File: src/rtl/ps2_pkg.sv
// Shared constants for the PS/2 scan-code-set-2 key encoder: prefix bytes,
// ignorable device responses, deframer states and ps2_key bit positions.
package ps2_pkg;

  localparam logic [7:0] PS2_EXT    = 8'hE0;
  localparam logic [7:0] PS2_BRK    = 8'hF0;
  localparam logic [7:0] PS2_PAUSE  = 8'hE1;
  localparam logic [7:0] PS2_ACK    = 8'hFA;
  localparam logic [7:0] PS2_BAT_OK = 8'hAA;
  localparam logic [7:0] PS2_ECHO   = 8'hEE;
  localparam logic [7:0] PS2_RESEND = 8'hFE;
  localparam logic [7:0] PS2_OVR_0  = 8'h00;
  localparam logic [7:0] PS2_OVR_F  = 8'hFF;

  // Pause/Break sends E1 followed by seven more bytes that carry no key event.
  localparam logic [2:0] PS2_PAUSE_SKIP = 3'd7;

  localparam int KEY_TOGGLE  = 10;
  localparam int KEY_PRESSED = 9;
  localparam int KEY_EXT     = 8;

  typedef enum logic [1:0] {
    ST_IDLE,
    ST_DATA,
    ST_PARITY,
    ST_STOP
  } rx_state_e;

  function automatic logic ps2_is_ignored(input logic [7:0] b);
    logic hit;
    hit = 1'b0;
    case (b)
      PS2_ACK, PS2_BAT_OK, PS2_ECHO, PS2_RESEND, PS2_OVR_0, PS2_OVR_F: hit = 1'b1;
      default: hit = 1'b0;
    endcase
    return hit;
  endfunction

endpackage

File: src/rtl/ps2_rx_frame.sv
// PS/2 receive front end: 2-flop sync and debounce on both lines, 11-bit frame
// deframer with odd-parity/start/stop checking and an inter-edge timeout.
module ps2_rx_frame
  import ps2_pkg::*;
#(
  parameter int FILTER_LEN  = 8,
  parameter int TIMEOUT_CYC = 40000
) (
  input  logic       clk_sys,
  input  logic       reset_n,
  input  logic       ps2_clk,
  input  logic       ps2_data,
  output logic       byte_vld,
  output logic [7:0] byte_dat,
  output logic       frame_err
);

  localparam int              TW        = $clog2(TIMEOUT_CYC + 1);
  localparam logic [7:0]      FILT_LAST = 8'(FILTER_LEN - 1);
  localparam logic [TW-1:0]   TMO_LAST  = TW'(TIMEOUT_CYC);

  logic [1:0]    clk_sync_q, clk_sync_d;
  logic [1:0]    dat_sync_q, dat_sync_d;
  logic          clk_filt_q, clk_filt_d;
  logic          dat_filt_q, dat_filt_d;
  logic [7:0]    clk_cnt_q, clk_cnt_d;
  logic [7:0]    dat_cnt_q, dat_cnt_d;
  logic          fall_stb_q, fall_stb_d;
  rx_state_e     state_q, state_d;
  logic [2:0]    bit_idx_q, bit_idx_d;
  logic [7:0]    shift_q, shift_d;
  logic          par_q, par_d;
  logic [TW-1:0] tmo_q, tmo_d;
  logic          byte_vld_q, byte_vld_d;
  logic          frame_err_q, frame_err_d;

  // Line conditioning: a level is accepted only after FILTER_LEN stable cycles.
  always_comb begin
    clk_sync_d = {clk_sync_q[0], ps2_clk};
    dat_sync_d = {dat_sync_q[0], ps2_data};

    clk_filt_d = clk_filt_q;
    clk_cnt_d  = '0;
    if (clk_sync_q[1] != clk_filt_q) begin
      if (clk_cnt_q == FILT_LAST) clk_filt_d = clk_sync_q[1];
      else                        clk_cnt_d  = clk_cnt_q + 8'd1;
    end

    dat_filt_d = dat_filt_q;
    dat_cnt_d  = '0;
    if (dat_sync_q[1] != dat_filt_q) begin
      if (dat_cnt_q == FILT_LAST) dat_filt_d = dat_sync_q[1];
      else                        dat_cnt_d  = dat_cnt_q + 8'd1;
    end

    fall_stb_d = clk_filt_q & ~clk_filt_d;
  end

  always_comb begin
    state_d     = state_q;
    bit_idx_d   = bit_idx_q;
    shift_d     = shift_q;
    par_d       = par_q;
    byte_vld_d  = 1'b0;
    frame_err_d = 1'b0;

    if (state_q == ST_IDLE || fall_stb_q) tmo_d = '0;
    else                                  tmo_d = tmo_q + 1'b1;

    if (state_q != ST_IDLE && !fall_stb_q && tmo_q == TMO_LAST) begin
      state_d     = ST_IDLE;
      frame_err_d = 1'b1;
    end else if (fall_stb_q) begin
      case (state_q)
        ST_IDLE: begin
          if (!dat_filt_q) begin
            state_d   = ST_DATA;
            bit_idx_d = '0;
          end else begin
            frame_err_d = 1'b1;
          end
        end
        ST_DATA: begin
          shift_d   = {dat_filt_q, shift_q[7:1]};
          bit_idx_d = bit_idx_q + 3'd1;
          if (bit_idx_q == 3'd7) state_d = ST_PARITY;
        end
        ST_PARITY: begin
          par_d   = dat_filt_q;
          state_d = ST_STOP;
        end
        ST_STOP: begin
          // Odd parity: data plus parity bit must hold an odd number of ones.
          if (dat_filt_q && (^{shift_q, par_q})) byte_vld_d  = 1'b1;
          else                                   frame_err_d = 1'b1;
          state_d = ST_IDLE;
        end
        default: state_d = ST_IDLE;
      endcase
    end
  end

  always_ff @(posedge clk_sys or negedge reset_n) begin
    if (!reset_n) begin
      clk_sync_q  <= 2'b11;
      dat_sync_q  <= 2'b11;
      clk_filt_q  <= 1'b1;
      dat_filt_q  <= 1'b1;
      clk_cnt_q   <= '0;
      dat_cnt_q   <= '0;
      fall_stb_q  <= 1'b0;
      state_q     <= ST_IDLE;
      bit_idx_q   <= '0;
      shift_q     <= '0;
      par_q       <= 1'b0;
      tmo_q       <= '0;
      byte_vld_q  <= 1'b0;
      frame_err_q <= 1'b0;
    end else begin
      clk_sync_q  <= clk_sync_d;
      dat_sync_q  <= dat_sync_d;
      clk_filt_q  <= clk_filt_d;
      dat_filt_q  <= dat_filt_d;
      clk_cnt_q   <= clk_cnt_d;
      dat_cnt_q   <= dat_cnt_d;
      fall_stb_q  <= fall_stb_d;
      state_q     <= state_d;
      bit_idx_q   <= bit_idx_d;
      shift_q     <= shift_d;
      par_q       <= par_d;
      tmo_q       <= tmo_d;
      byte_vld_q  <= byte_vld_d;
      frame_err_q <= frame_err_d;
    end
  end

  assign byte_vld  = byte_vld_q;
  assign byte_dat  = shift_q;
  assign frame_err = frame_err_q;

endmodule

File: src/rtl/ps2_key_encoder.sv
// PS/2 set-2 stream to 11-bit toggle-event word {toggle, pressed, extended, code}.
// Define PS2_REPEAT_FILTER_EN to suppress typematic repeats of the last make code.
module ps2_key_encoder
  import ps2_pkg::*;
#(
  parameter int FILTER_LEN  = 8,
  parameter int TIMEOUT_CYC = 40000
) (
  input  logic        clk_sys,
  input  logic        reset_n,
  input  logic        ps2_clk,
  input  logic        ps2_data,
  output logic [10:0] ps2_key,
  output logic        frame_err
);

  logic       rx_vld;
  logic [7:0] rx_byte;
  logic       rx_err;

  ps2_rx_frame #(
    .FILTER_LEN (FILTER_LEN),
    .TIMEOUT_CYC(TIMEOUT_CYC)
  ) u_rx (
    .clk_sys  (clk_sys),
    .reset_n  (reset_n),
    .ps2_clk  (ps2_clk),
    .ps2_data (ps2_data),
    .byte_vld (rx_vld),
    .byte_dat (rx_byte),
    .frame_err(rx_err)
  );

  logic [10:0] key_q, key_d;
  logic        ext_q, ext_d;
  logic        brk_q, brk_d;
  logic [2:0]  skip_q, skip_d;
  logic        emit;

`ifdef PS2_REPEAT_FILTER_EN
  logic       last_vld_q, last_vld_d;
  logic       last_ext_q, last_ext_d;
  logic [7:0] last_code_q, last_code_d;
  logic       last_match;
`endif

  always_comb begin
    key_d  = key_q;
    ext_d  = ext_q;
    brk_d  = brk_q;
    skip_d = skip_q;
    emit   = 1'b0;
`ifdef PS2_REPEAT_FILTER_EN
    last_vld_d  = last_vld_q;
    last_ext_d  = last_ext_q;
    last_code_d = last_code_q;
    last_match  = last_vld_q && (last_ext_q == ext_q) && (last_code_q == rx_byte);
`endif

    if (rx_err) begin
      ext_d  = 1'b0;
      brk_d  = 1'b0;
      skip_d = '0;
    end else if (rx_vld) begin
      if (skip_q != 3'd0) begin
        skip_d = skip_q - 3'd1;
        ext_d  = 1'b0;
        brk_d  = 1'b0;
      end else if (rx_byte == PS2_EXT) begin
        ext_d = 1'b1;
      end else if (rx_byte == PS2_BRK) begin
        brk_d = 1'b1;
      end else if (rx_byte == PS2_PAUSE) begin
        skip_d = PS2_PAUSE_SKIP;
        ext_d  = 1'b0;
        brk_d  = 1'b0;
      end else if (!ps2_is_ignored(rx_byte)) begin
        emit = 1'b1;
`ifdef PS2_REPEAT_FILTER_EN
        if (!brk_q) begin
          if (last_match) begin
            emit = 1'b0;
          end else begin
            last_vld_d  = 1'b1;
            last_ext_d  = ext_q;
            last_code_d = rx_byte;
          end
        end else if (last_match) begin
          last_vld_d = 1'b0;
        end
`endif
        if (emit) key_d = {~key_q[KEY_TOGGLE], ~brk_q, ext_q, rx_byte};
        ext_d = 1'b0;
        brk_d = 1'b0;
      end
    end
  end

  always_ff @(posedge clk_sys or negedge reset_n) begin
    if (!reset_n) begin
      key_q  <= '0;
      ext_q  <= 1'b0;
      brk_q  <= 1'b0;
      skip_q <= '0;
`ifdef PS2_REPEAT_FILTER_EN
      last_vld_q  <= 1'b0;
      last_ext_q  <= 1'b0;
      last_code_q <= '0;
`endif
    end else begin
      key_q  <= key_d;
      ext_q  <= ext_d;
      brk_q  <= brk_d;
      skip_q <= skip_d;
`ifdef PS2_REPEAT_FILTER_EN
      last_vld_q  <= last_vld_d;
      last_ext_q  <= last_ext_d;
      last_code_q <= last_code_d;
`endif
    end
  end

  assign ps2_key   = key_q;
  assign frame_err = rx_err;

endmodule
File: config.mk
export PLATFORM = sky130hd
export DESIGN_NAME = ps2_key_encoder
export DESIGN_NICKNAME = d
export VERILOG_FILES = /design/src/rtl/ps2_pkg.sv /design/src/rtl/ps2_rx_frame.sv /design/src/rtl/ps2_key_encoder.sv
export SDC_FILE = /design/constraint.sdc
export NUM_CORES = 1
export LEC_CHECK = 0
export BUFFER_PORTS_ARGS = -buffer_cell sky130_fd_sc_hd__buf_2
export CAP_MARGIN = 20
export CELL_PAD_IN_SITES_DETAIL_PLACEMENT = 2
export CELL_PAD_IN_SITES_GLOBAL_PLACEMENT = 2
export CORE_MARGIN = 2
export CORE_UTILIZATION = 43
export CTS_BUF_LIST = sky130_fd_sc_hd__clkbuf_8
export CTS_CLUSTER_SIZE = 8
export DETAILED_ROUTE_END_ITERATION = 10
export PLACE_DENSITY = 0.9
export SYNTH_ARGS = -nofsm -noshare
export SYNTH_HDL_FRONTEND = slang
export SYNTH_SLANG_ARGS = --single-unit
File: constraint.sdc
create_clock -name clk_sys -period 2.4 [get_ports clk_sys]
set_input_delay 0.24 -clock clk_sys [delete_from_list [all_inputs] [get_ports clk_sys]]
set_output_delay 0.24 -clock clk_sys [all_outputs]
set_load 0.01 [all_outputs]
==> results of run 1 <==
## synthesized netlist by cell type, drive strengths merged (2+ instances only)
cell,n
and3,7
o221ai,2
nand2b,4
or2,2
or4,6
nor3b,2
or3,6
nand3,13
xnor2,15
o41ai,4
mux2,20
o311ai,3
nand2,22
and2,5
inv,12
a2111oi,3
o21ai,6
nand4,8
dfrtp,65
xor2,15
buf,4
ha,13
a22o,2
o211ai,2
o31ai,2
a311oi,2
clkbuf,8
a21oi,12
nor2,29
a211o,2
dfstp,6
## final cells by class
cell class / count / area (um^2)
Fill cell: 829 / 4110
Sequential cell: 71 / 1780
Multi-Input combinational cell: 220 / 1660
Timing Repair Buffer: 22 / 135
Tap cell: 105 / 131
Clock buffer: 9 / 124
Clock inverter: 7 / 105
Inverter: 12 / 45.0
## cell families after synthesis
family / count (synthesis) / share of synthesized area [%]
AO/OA/AOI/OAI: 43 / 9.22
XOR/XNOR: 32 / 8.94
adder cells (fa/ha/maj): 13 / 4.59
buffers and inverters: 24 / 3.04
flip-flops: 71 / 50.4
multiplexers: 21 / 7.49
AND/OR/NAND/NOR: 111 / 16.3
## layer usage
| layer | wire length [um] | up-vias | part of all wire, % | track usage [%] |
|---|---|---|---|---|
| li1 | - | 1157 | - | - |
| met1 | 3690 | 1311 | 41 | 26.3 |
| met4 | 244 | 0 | 2.7 | 11.6 |
| met2 | 4830 | 37 | 54 | 39.2 |
| met5 | 0 | - | 0 | 0 |
| met3 | 199 | 16 | 2.2 | 3.99 |
## sequential cells by signal, summed over array words and instances, names as in the netlist
name             flops
u_rx.state_q         2
u_rx.dat_sync_q      2
ps2_key             11
u_rx.dat_filt_q      1
u_rx.frame_err       1
u_rx.fall_stb_q      1
u_rx.byte_dat        8
brk_q                1
u_rx.bit_idx_q       3
u_rx.tmo_q          16
ext_q                1
u_rx.clk_filt_q      1
u_rx.par_q           1
u_rx.byte_vld        1
skip_q               3
u_rx.clk_sync_q      2
u_rx.dat_cnt_q       8
u_rx.clk_cnt_q       8
## worst register-to-register path: stages, from the launching register on
cell and delay, ns:
dfrtp_1 0.51, nand4b_1 0.35, a211oi_1 0.47, a2111oi_4 0.08
buf_4 0.23, mux2_4 0.32
## cells in the final DEF (no fill, tap or decap), drive strengths merged, types with 3 or more instances in the layout
cell	count
xnor2	15
nand3	13
or3	6
o21ai	6
nand4	8
and3	7
or4	6
buf	19
o311ai	3
mux2	20
o41ai	4
nor2	29
clkbuf	9
a21oi	12
nand2	22
ha	13
dlygate4sd3	3
a2111oi	3
nand2b	4
xor2	15
inv	14
dfrtp	65
dfstp	6
and2	5
## through the flow
step	util, %	hold slack [ns]	cells	worst slack [ns]	cell area (um^2)
final	49.3	0.361	446	0.331	3990
after global routing	49.3	0.368	446	0.206	3990
after CTS	49.3	0.362	446	0.313	3990
after detailed placement	46.1	0.247	427	0.396	3730
after global placement	46.1	0.230	427	0.481	3730
after floorplan	-	-0.0556	315	0.549	3540
## worst max-delay path by stage
| stage | to | slack (ns) | cells after the start | startpoint |
|---|---|---|---|---|
| 6_report | ps2_key[6] | 0.33 | 5 | u_rx.byte_dat[2] |
| 5_1_grt | ps2_key[1] | 0.21 | 5 | u_rx.byte_dat[6] |
| 4_1_cts | ps2_key[6] | 0.31 | 5 | u_rx.byte_dat[2] |
| 3_5_place_dp | ps2_key[6] | 0.40 | 5 | u_rx.byte_dat[1] |
| 3_3_place_gp | ps2_key[3] | 0.48 | 5 | u_rx.byte_dat[1] |
| 2_1_floorplan | u_rx.frame_err | 0.55 | 8 | u_rx.state_q[0] |
## power by group through the flow
stage | sequential (mW) | clock, mW | combinational, mW
floorplan | 1.34 | 0 | 0.170
global placement | 1.37 | 0 | 0.217
detailed placement | 1.38 | 0 | 0.239
CTS | 1.36 | 1.14 | 0.251
global route | 1.37 | 1.22 | 0.281
finish | 1.36 | 1.12 | 0.243
==> metrics.txt, run 1 <==
# TYPE chip_impl_metric gauge
chip_impl_metric{name="worst_slew_pin_slew",unit="ns"} 0.528
chip_impl_metric{name="route.final.wire_length",unit="um"} 8970
chip_impl_metric{name="layout_worst_path_cycle_share",unit="%"} 86.2
chip_impl_info{name="startpoint_type",value="flop"} 1
chip_impl_metric{name="power_internal",unit="mW"} 1.96
chip_impl_metric{name="post-route-drc-count",unit=""} 0
chip_impl_info{name="synth_top_cell_by_area",value="dfrtp_1"} 1
chip_impl_metric{name="synth_enable_flop_cells",unit=""} 0
chip_impl_metric{name="cts_sinks",unit=""} 71
chip_impl_metric{name="post_route_cells_drive_above_1_share",unit="%"} 19.6
chip_impl_info{name="timing_worst_setup_path_type",value="flop to flop"} 1
chip_impl_metric{name="die_h",unit="um"} 94.7
chip_impl_metric{name="regToRegSetupSlack",unit="ns"} 0.33
chip_impl_metric{name="ys_async_sr_fraction",unit="%"} 100
chip_impl_info{name="grt_setup_unrepaired",value="false"} 1
chip_impl_metric{name="ys_warn_count",unit=""} 0
chip_impl_metric{name="setup-violations-final",unit=""} 0
chip_impl_metric{name="synth.net_count",unit=""} 332
chip_impl_info{name="regToRegStartpoint",value="u_rx.byte_dat[2]"} 1
chip_impl_metric{name="latest_clock_arrival_within_the_worst_skew_pair",unit="ns"} 0.36
chip_impl_metric{name="floorplan.io_pins",unit=""} 16
chip_impl_metric{name="sequentialPowerShare",unit="%"} 49.9
chip_impl_metric{name="p_sw_share",unit="%"} 27.9
chip_impl_metric{name="worst_hold_path.num_cells",unit=""} 0
chip_impl_metric{name="postSynthAreaPerCell",unit="um^2"} 11.2
chip_impl_metric{name="fin_setup_tns",unit="ns"} 0
chip_impl_info{name="r2r_end",value="ps2_key[6]"} 1
chip_impl_metric{name="number_of_antenna_violations_at_the_first_check_in_global_routing",unit=""} 0
chip_impl_metric{name="hold_buffers",unit=""} 3
chip_impl_metric{name="portion_of_the_post_synthesis_area_used_by_sequential_elements",unit="%"} 50.4
chip_impl_metric{name="floorplan.rows",unit=""} 33
chip_impl_metric{name="wire_length_of_the_first_global_routing_pass",unit="um"} 15000
chip_impl_info{name="worst_hold_path_type",value="flop to flop"} 1
chip_impl_metric{name="io_buffers",unit=""} 15
chip_impl_info{name="worst_hold_path.endpoint",value="u_rx.dat_sync_q[1]"} 1
chip_impl_metric{name="reported_net_switching_power",unit="mW"} 0.759
chip_impl_info{name="clock_tree_from_tritoncts",value="yes"} 1
chip_impl_metric{name="total_leakage_power",unit="nW"} 1.77
chip_impl_metric{name="max-cap-violations",unit=""} 0
chip_impl_metric{name="power_frac_comb",unit="%"} 8.9
chip_impl_metric{name="post_cts_resize_count",unit=""} 0
chip_impl_metric{name="fp.dieW",unit="um"} 94.7
chip_impl_metric{name="final_number_of_max_transition_violations",unit=""} 0
chip_impl_info{name="critPathCaptureType",value="flop"} 1
chip_impl_metric{name="die-area",unit="mm^2"} 0.00898
chip_impl_metric{name="share_clk_of_total_power",unit="%"} 41.1
chip_impl_info{name="critical-path-slowest-cell",value="dfrtp_1"} 1
chip_impl_metric{name="syn_to_final_growth",unit="%"} 12.6
chip_impl_metric{name="worst_r2r_path_depth",unit=""} 5
chip_impl_metric{name="htree_num_levels",unit=""} 3
chip_impl_metric{name="setup_repair_bufs_after_cts",unit=""} 0
chip_impl_metric{name="power_density",unit="mW/mm^2"} 682
chip_impl_metric{name="drt-pass1-iter-count",unit=""} 4
chip_impl_metric{name="number_of_global_route_vias_before_repair",unit=""} 2802
chip_impl_metric{name="floorplan.initialDensity",unit="%"} 43.8
chip_impl_metric{name="hpwlAfterDp",unit="um"} 6360
chip_impl_info{name="critical_path.top_delay_family",value="compound AO/OA/AOI/OAI gates"} 1
chip_impl_metric{name="synthesis.area",unit="mm^2"} 0.00354
chip_impl_metric{name="timing.clock.skew",unit="ns"} 0.0141
chip_impl_metric{name="grt_use_total",unit="%"} 22.4
chip_impl_metric{name="synthesis.instances",unit=""} 315
chip_impl_metric{name="ctsLongestPathBuffers",unit=""} 2
chip_impl_metric{name="synth_top_area_share",unit="%"} 45.9
chip_impl_info{name="outcome",value="finished, final reports clean"} 1
chip_impl_metric{name="critical_path_arrival",unit="ns"} 2.32
chip_impl_metric{name="viasPerCell",unit=""} 5.65
chip_impl_metric{name="place_congestion",unit=""} 0.783
chip_impl_info{name="hold_path_startpoint",value="u_rx.dat_sync_q[0]"} 1
chip_impl_metric{name="fmax",unit="GHz"} 0.483
chip_impl_metric{name="synth_seq_cells",unit=""} 71
chip_impl_metric{name="timing.critical_path.buf_inv",unit=""} 1
chip_impl_metric{name="post-route-min-period",unit="ns"} 2.07
chip_impl_metric{name="detailroute.via_count",unit=""} 2521
chip_impl_metric{name="critPathMaxStageDelay",unit="ns"} 0.51
chip_impl_metric{name="slew_headroom",unit="%"} 64.4
chip_impl_info{name="cp_cell_sequence",value="nand4b_1 -> a211oi_1 -> a2111oi_4 -> buf_4 -> mux2_4"} 1
chip_impl_info{name="cell_types_with_the_largest_area_share_after_synthesis",value="dfrtp_1 46%, ha_1 4.6%, dfstp_2 4.5%"} 1
chip_impl_info{name="most_used_flip_flop_cell_after_synthesis",value="dfrtp_1"} 1
chip_impl_metric{name="antenna-diode-count",unit=""} 0
chip_impl_metric{name="routedWlPerCell",unit="um"} 20.1
chip_impl_metric{name="hold_viol_final",unit=""} 0
chip_impl_metric{name="totalPowerFinal",unit="mW"} 2.72
chip_impl_info{name="cts.root.buffer_cell",value="clkbuf_8"} 1
chip_impl_metric{name="vdd_ir_drop_max",unit="uV"} 296
chip_impl_metric{name="gr_overflow_total",unit=""} 0
chip_impl_metric{name="worst-endpoint-required",unit="ns"} 2.65
chip_impl_metric{name="design.final.nets",unit=""} 353
chip_impl_metric{name="grt_start_max_net_pins",unit=""} 30
chip_impl_metric{name="core_region_area",unit="mm^2"} 0.00809
chip_impl_metric{name="worst_setup_hold_path_clk_slew",unit="ns"} 0.09
chip_impl_metric{name="worstPathMaxFanout",unit=""} 11
chip_impl_metric{name="drt_iter0_drc",unit=""} 56
chip_impl_metric{name="postRouteAntennaNets",unit=""} 0
chip_impl_metric{name="cts_inserted_buffers",unit=""} 9
chip_impl_metric{name="synth.lib_cells_used.distinct",unit=""} 53
No activity file was read; power rests on OpenSTA's default activity.
==> run 2: changes to the inputs <==
--- a/config.mk
+++ b/config.mk
@@ -14,6 +14,7 @@
 export CTS_BUF_LIST = sky130_fd_sc_hd__clkbuf_8
 export CTS_CLUSTER_SIZE = 8
 export DETAILED_ROUTE_END_ITERATION = 10
+export MAX_ROUTING_LAYER = met4
 export PLACE_DENSITY = 0.9
 export SYNTH_ARGS = -nofsm -noshare
 export SYNTH_HDL_FRONTEND = slang
==> run 2 against run 1 <==
Wire length is 0.22% higher. Clock skew hardly changed. Power hardly changed. Hold slack hardly changed. Die area stayed put. Register-to-register slack hardly changed. Critical path depth stayed put. Setup slack worse by 0.015 ns. Fmax is 0.72% lower. Utilization stayed put. Critical path type unchanged. Critical endpoint unchanged.
==> metrics.txt, run 2 (synthesis results as in run 1) <==
# TYPE chip_impl_metric gauge
chip_impl_info{name="outcome",value="finished, final reports clean"} 1
chip_impl_metric{name="final_number_of_max_transition_violations",unit=""} 0
chip_impl_metric{name="max-cap-violations",unit=""} 0
chip_impl_metric{name="regToRegSetupSlack",unit="ns"} 0.32
chip_impl_metric{name="detailroute.via_count",unit=""} 2539
chip_impl_metric{name="slew_headroom",unit="%"} 64.1
chip_impl_metric{name="cts_sinks",unit=""} 71
chip_impl_metric{name="floorplan.rows",unit=""} 33
chip_impl_metric{name="die-area",unit="mm^2"} 0.00898
chip_impl_metric{name="timing.clock.skew",unit="ns"} 0.0142
chip_impl_info{name="timing_worst_setup_path_type",value="flop to flop"} 1
chip_impl_metric{name="cts_inserted_buffers",unit=""} 9
chip_impl_metric{name="post_route_cells_drive_above_1_share",unit="%"} 19.6
chip_impl_metric{name="wire_length_of_the_first_global_routing_pass",unit="um"} 15000
chip_impl_metric{name="worst_r2r_path_depth",unit=""} 5
chip_impl_metric{name="ctsLongestPathBuffers",unit=""} 2
chip_impl_metric{name="core_region_area",unit="mm^2"} 0.00809
chip_impl_metric{name="hold_buffers",unit=""} 3
chip_impl_metric{name="routedWlPerCell",unit="um"} 20.2
chip_impl_metric{name="total_leakage_power",unit="nW"} 1.77
chip_impl_metric{name="hold_viol_final",unit=""} 0
chip_impl_metric{name="number_of_global_route_vias_before_repair",unit=""} 2797
chip_impl_info{name="grt_setup_unrepaired",value="false"} 1
chip_impl_metric{name="antenna-diode-count",unit=""} 0
chip_impl_metric{name="setup-violations-final",unit=""} 0
chip_impl_info{name="critical_path.endpoint",value="ps2_key[6]"} 1
chip_impl_metric{name="grt_start_max_net_pins",unit=""} 30
chip_impl_info{name="cts.root.buffer_cell",value="clkbuf_8"} 1
chip_impl_metric{name="postRouteAntennaNets",unit=""} 0
chip_impl_info{name="startpoint_type",value="flop"} 1
chip_impl_info{name="r2r_end",value="ps2_key[6]"} 1
chip_impl_metric{name="critical_path_arrival",unit="ns"} 2.34
chip_impl_metric{name="vdd_ir_drop_max",unit="uV"} 297
chip_impl_info{name="layout_commonest_cell",value="dfrtp_1"} 1
chip_impl_info{name="layout.cells.most_common_list",value="65 x dfrtp_1, 29 x nor2_1, 22 x nand2_1, 15 x xor2_1, 15 x buf_2"} 1
chip_impl_metric{name="die_h",unit="um"} 94.7
chip_impl_metric{name="largest_register_ffs",unit=""} 16
chip_impl_metric{name="worst-endpoint-required",unit="ns"} 2.66
chip_impl_metric{name="post-route-min-period",unit="ns"} 2.08
chip_impl_metric{name="htree_num_levels",unit=""} 3
chip_impl_metric{name="latest_clock_arrival_within_the_worst_skew_pair",unit="ns"} 0.37
chip_impl_metric{name="post_cts_resize_count",unit=""} 0
chip_impl_metric{name="fmax",unit="GHz"} 0.480
chip_impl_info{name="registers.top_by_ff_count",value="u_rx.tmo_q"} 1
chip_impl_metric{name="place_congestion",unit=""} 0.794
chip_impl_metric{name="viasPerCell",unit=""} 5.69
chip_impl_metric{name="drt-pass1-iter-count",unit=""} 4
chip_impl_metric{name="io_buffers",unit=""} 15
chip_impl_metric{name="design.final.nets",unit=""} 353
chip_impl_info{name="regToRegStartpoint",value="u_rx.byte_dat[2]"} 1
chip_impl_metric{name="gr_overflow_total",unit=""} 0
chip_impl_metric{name="grt_use_total",unit="%"} 23.0
chip_impl_metric{name="floorplan.initialDensity",unit="%"} 43.8
chip_impl_metric{name="syn_to_final_growth",unit="%"} 12.6
chip_impl_metric{name="hold-worst-slack",unit="ns"} 0.361
chip_impl_metric{name="fill_cells",unit=""} 829
chip_impl_info{name="critPathLaunch",value="u_rx.byte_dat[2]"} 1
chip_impl_metric{name="setup_repair_bufs_after_cts",unit=""} 0
chip_impl_metric{name="fin_setup_tns",unit="ns"} 0
chip_impl_info{name="worst_hold_path_type",value="flop to flop"} 1
chip_impl_metric{name="worst_slew_pin_slew",unit="ns"} 0.533
chip_impl_metric{name="layout_worst_path_cycle_share",unit="%"} 86.8
chip_impl_metric{name="hpwlAfterDp",unit="um"} 6360
chip_impl_metric{name="number_of_antenna_violations_at_the_first_check_in_global_routing",unit=""} 0
chip_impl_metric{name="drt_iter0_drc",unit=""} 67
chip_impl_metric{name="floorplan.io_pins",unit=""} 16
chip_impl_metric{name="worst_setup_hold_path_clk_slew",unit="ns"} 0.09
chip_impl_metric{name="worstPathMaxFanout",unit=""} 11
chip_impl_metric{name="route.final.wire_length",unit="um"} 8990
chip_impl_metric{name="post-route-drc-count",unit=""} 0
chip_impl_info{name="clock_tree_from_tritoncts",value="yes"} 1
chip_impl_metric{name="power_density",unit="mW/mm^2"} 682
chip_impl_info{name="critPathCaptureType",value="flop"} 1
chip_impl_metric{name="fp.dieW",unit="um"} 94.7
## run 2: cell counts in the layout (fill, tap and decap cells not counted)
Identical to the previous run, type by type.
## run 2: power by group
part,internal [mW],switching (mW)
clock,0.599,0.520
combinational,0.0881,0.155
sequential,1.27,0.0871
total,1.96,0.762
## run 2: layout make-up
type | instances | area, um^2 | area share [%]
Inverter | 12 | 45.0 | 1.13
Sequential cell | 71 | 1780 | 44.8
Clock buffer | 9 | 124 | 3.11
Tap cell | 105 | 131 | 3.30
Timing Repair Buffer | 22 | 135 | 3.39
Multi-Input combinational cell | 220 | 1660 | 41.7
Clock inverter | 7 | 105 | 2.64
## run 2: metrics by stage
step	worst slack, ns	std cells	cell area (um^2)	utilization (%)	power [mW]
floorplan	0.549	315	3540	-	1.51
global placement	0.481	427	3730	46.1	1.58
detailed placement	0.396	427	3730	46.1	1.61
CTS	0.313	446	3990	49.3	2.75
global route	0.206	446	3990	49.3	2.87
finish	0.316	446	3990	49.3	2.72
## run 2: critical path, stage by stage (launching register included)
cell and delay, ns:
dfrtp_1 0.51, nand4b_1 0.35, a211oi_1 0.48, a2111oi_4 0.08, buf_4 0.23, mux2_4 0.32
## run 2: how the worst min path moves through the flow
stage	start	to	cells past startpoint
after global routing	u_rx.dat_sync_q[0]	u_rx.dat_sync_q[1]	0
final	u_rx.dat_sync_q[0]	u_rx.dat_sync_q[1]	0
after CTS	u_rx.dat_sync_q[0]	u_rx.dat_sync_q[1]	0
after detailed placement	reset_n	ext_q	1
after global placement	reset_n	ps2_key[9]	1
after floorplan	reset_n	brk_q	0
## run 2: per-layer routing
layer	GRT usage, %	vias up	part of all wire, %
met5	-	-	0
met4	10.1	0	2.4
met3	4.71	17	2.8
met2	39.1	49	54
met1	26.3	1315	41
li1	-	1158	-
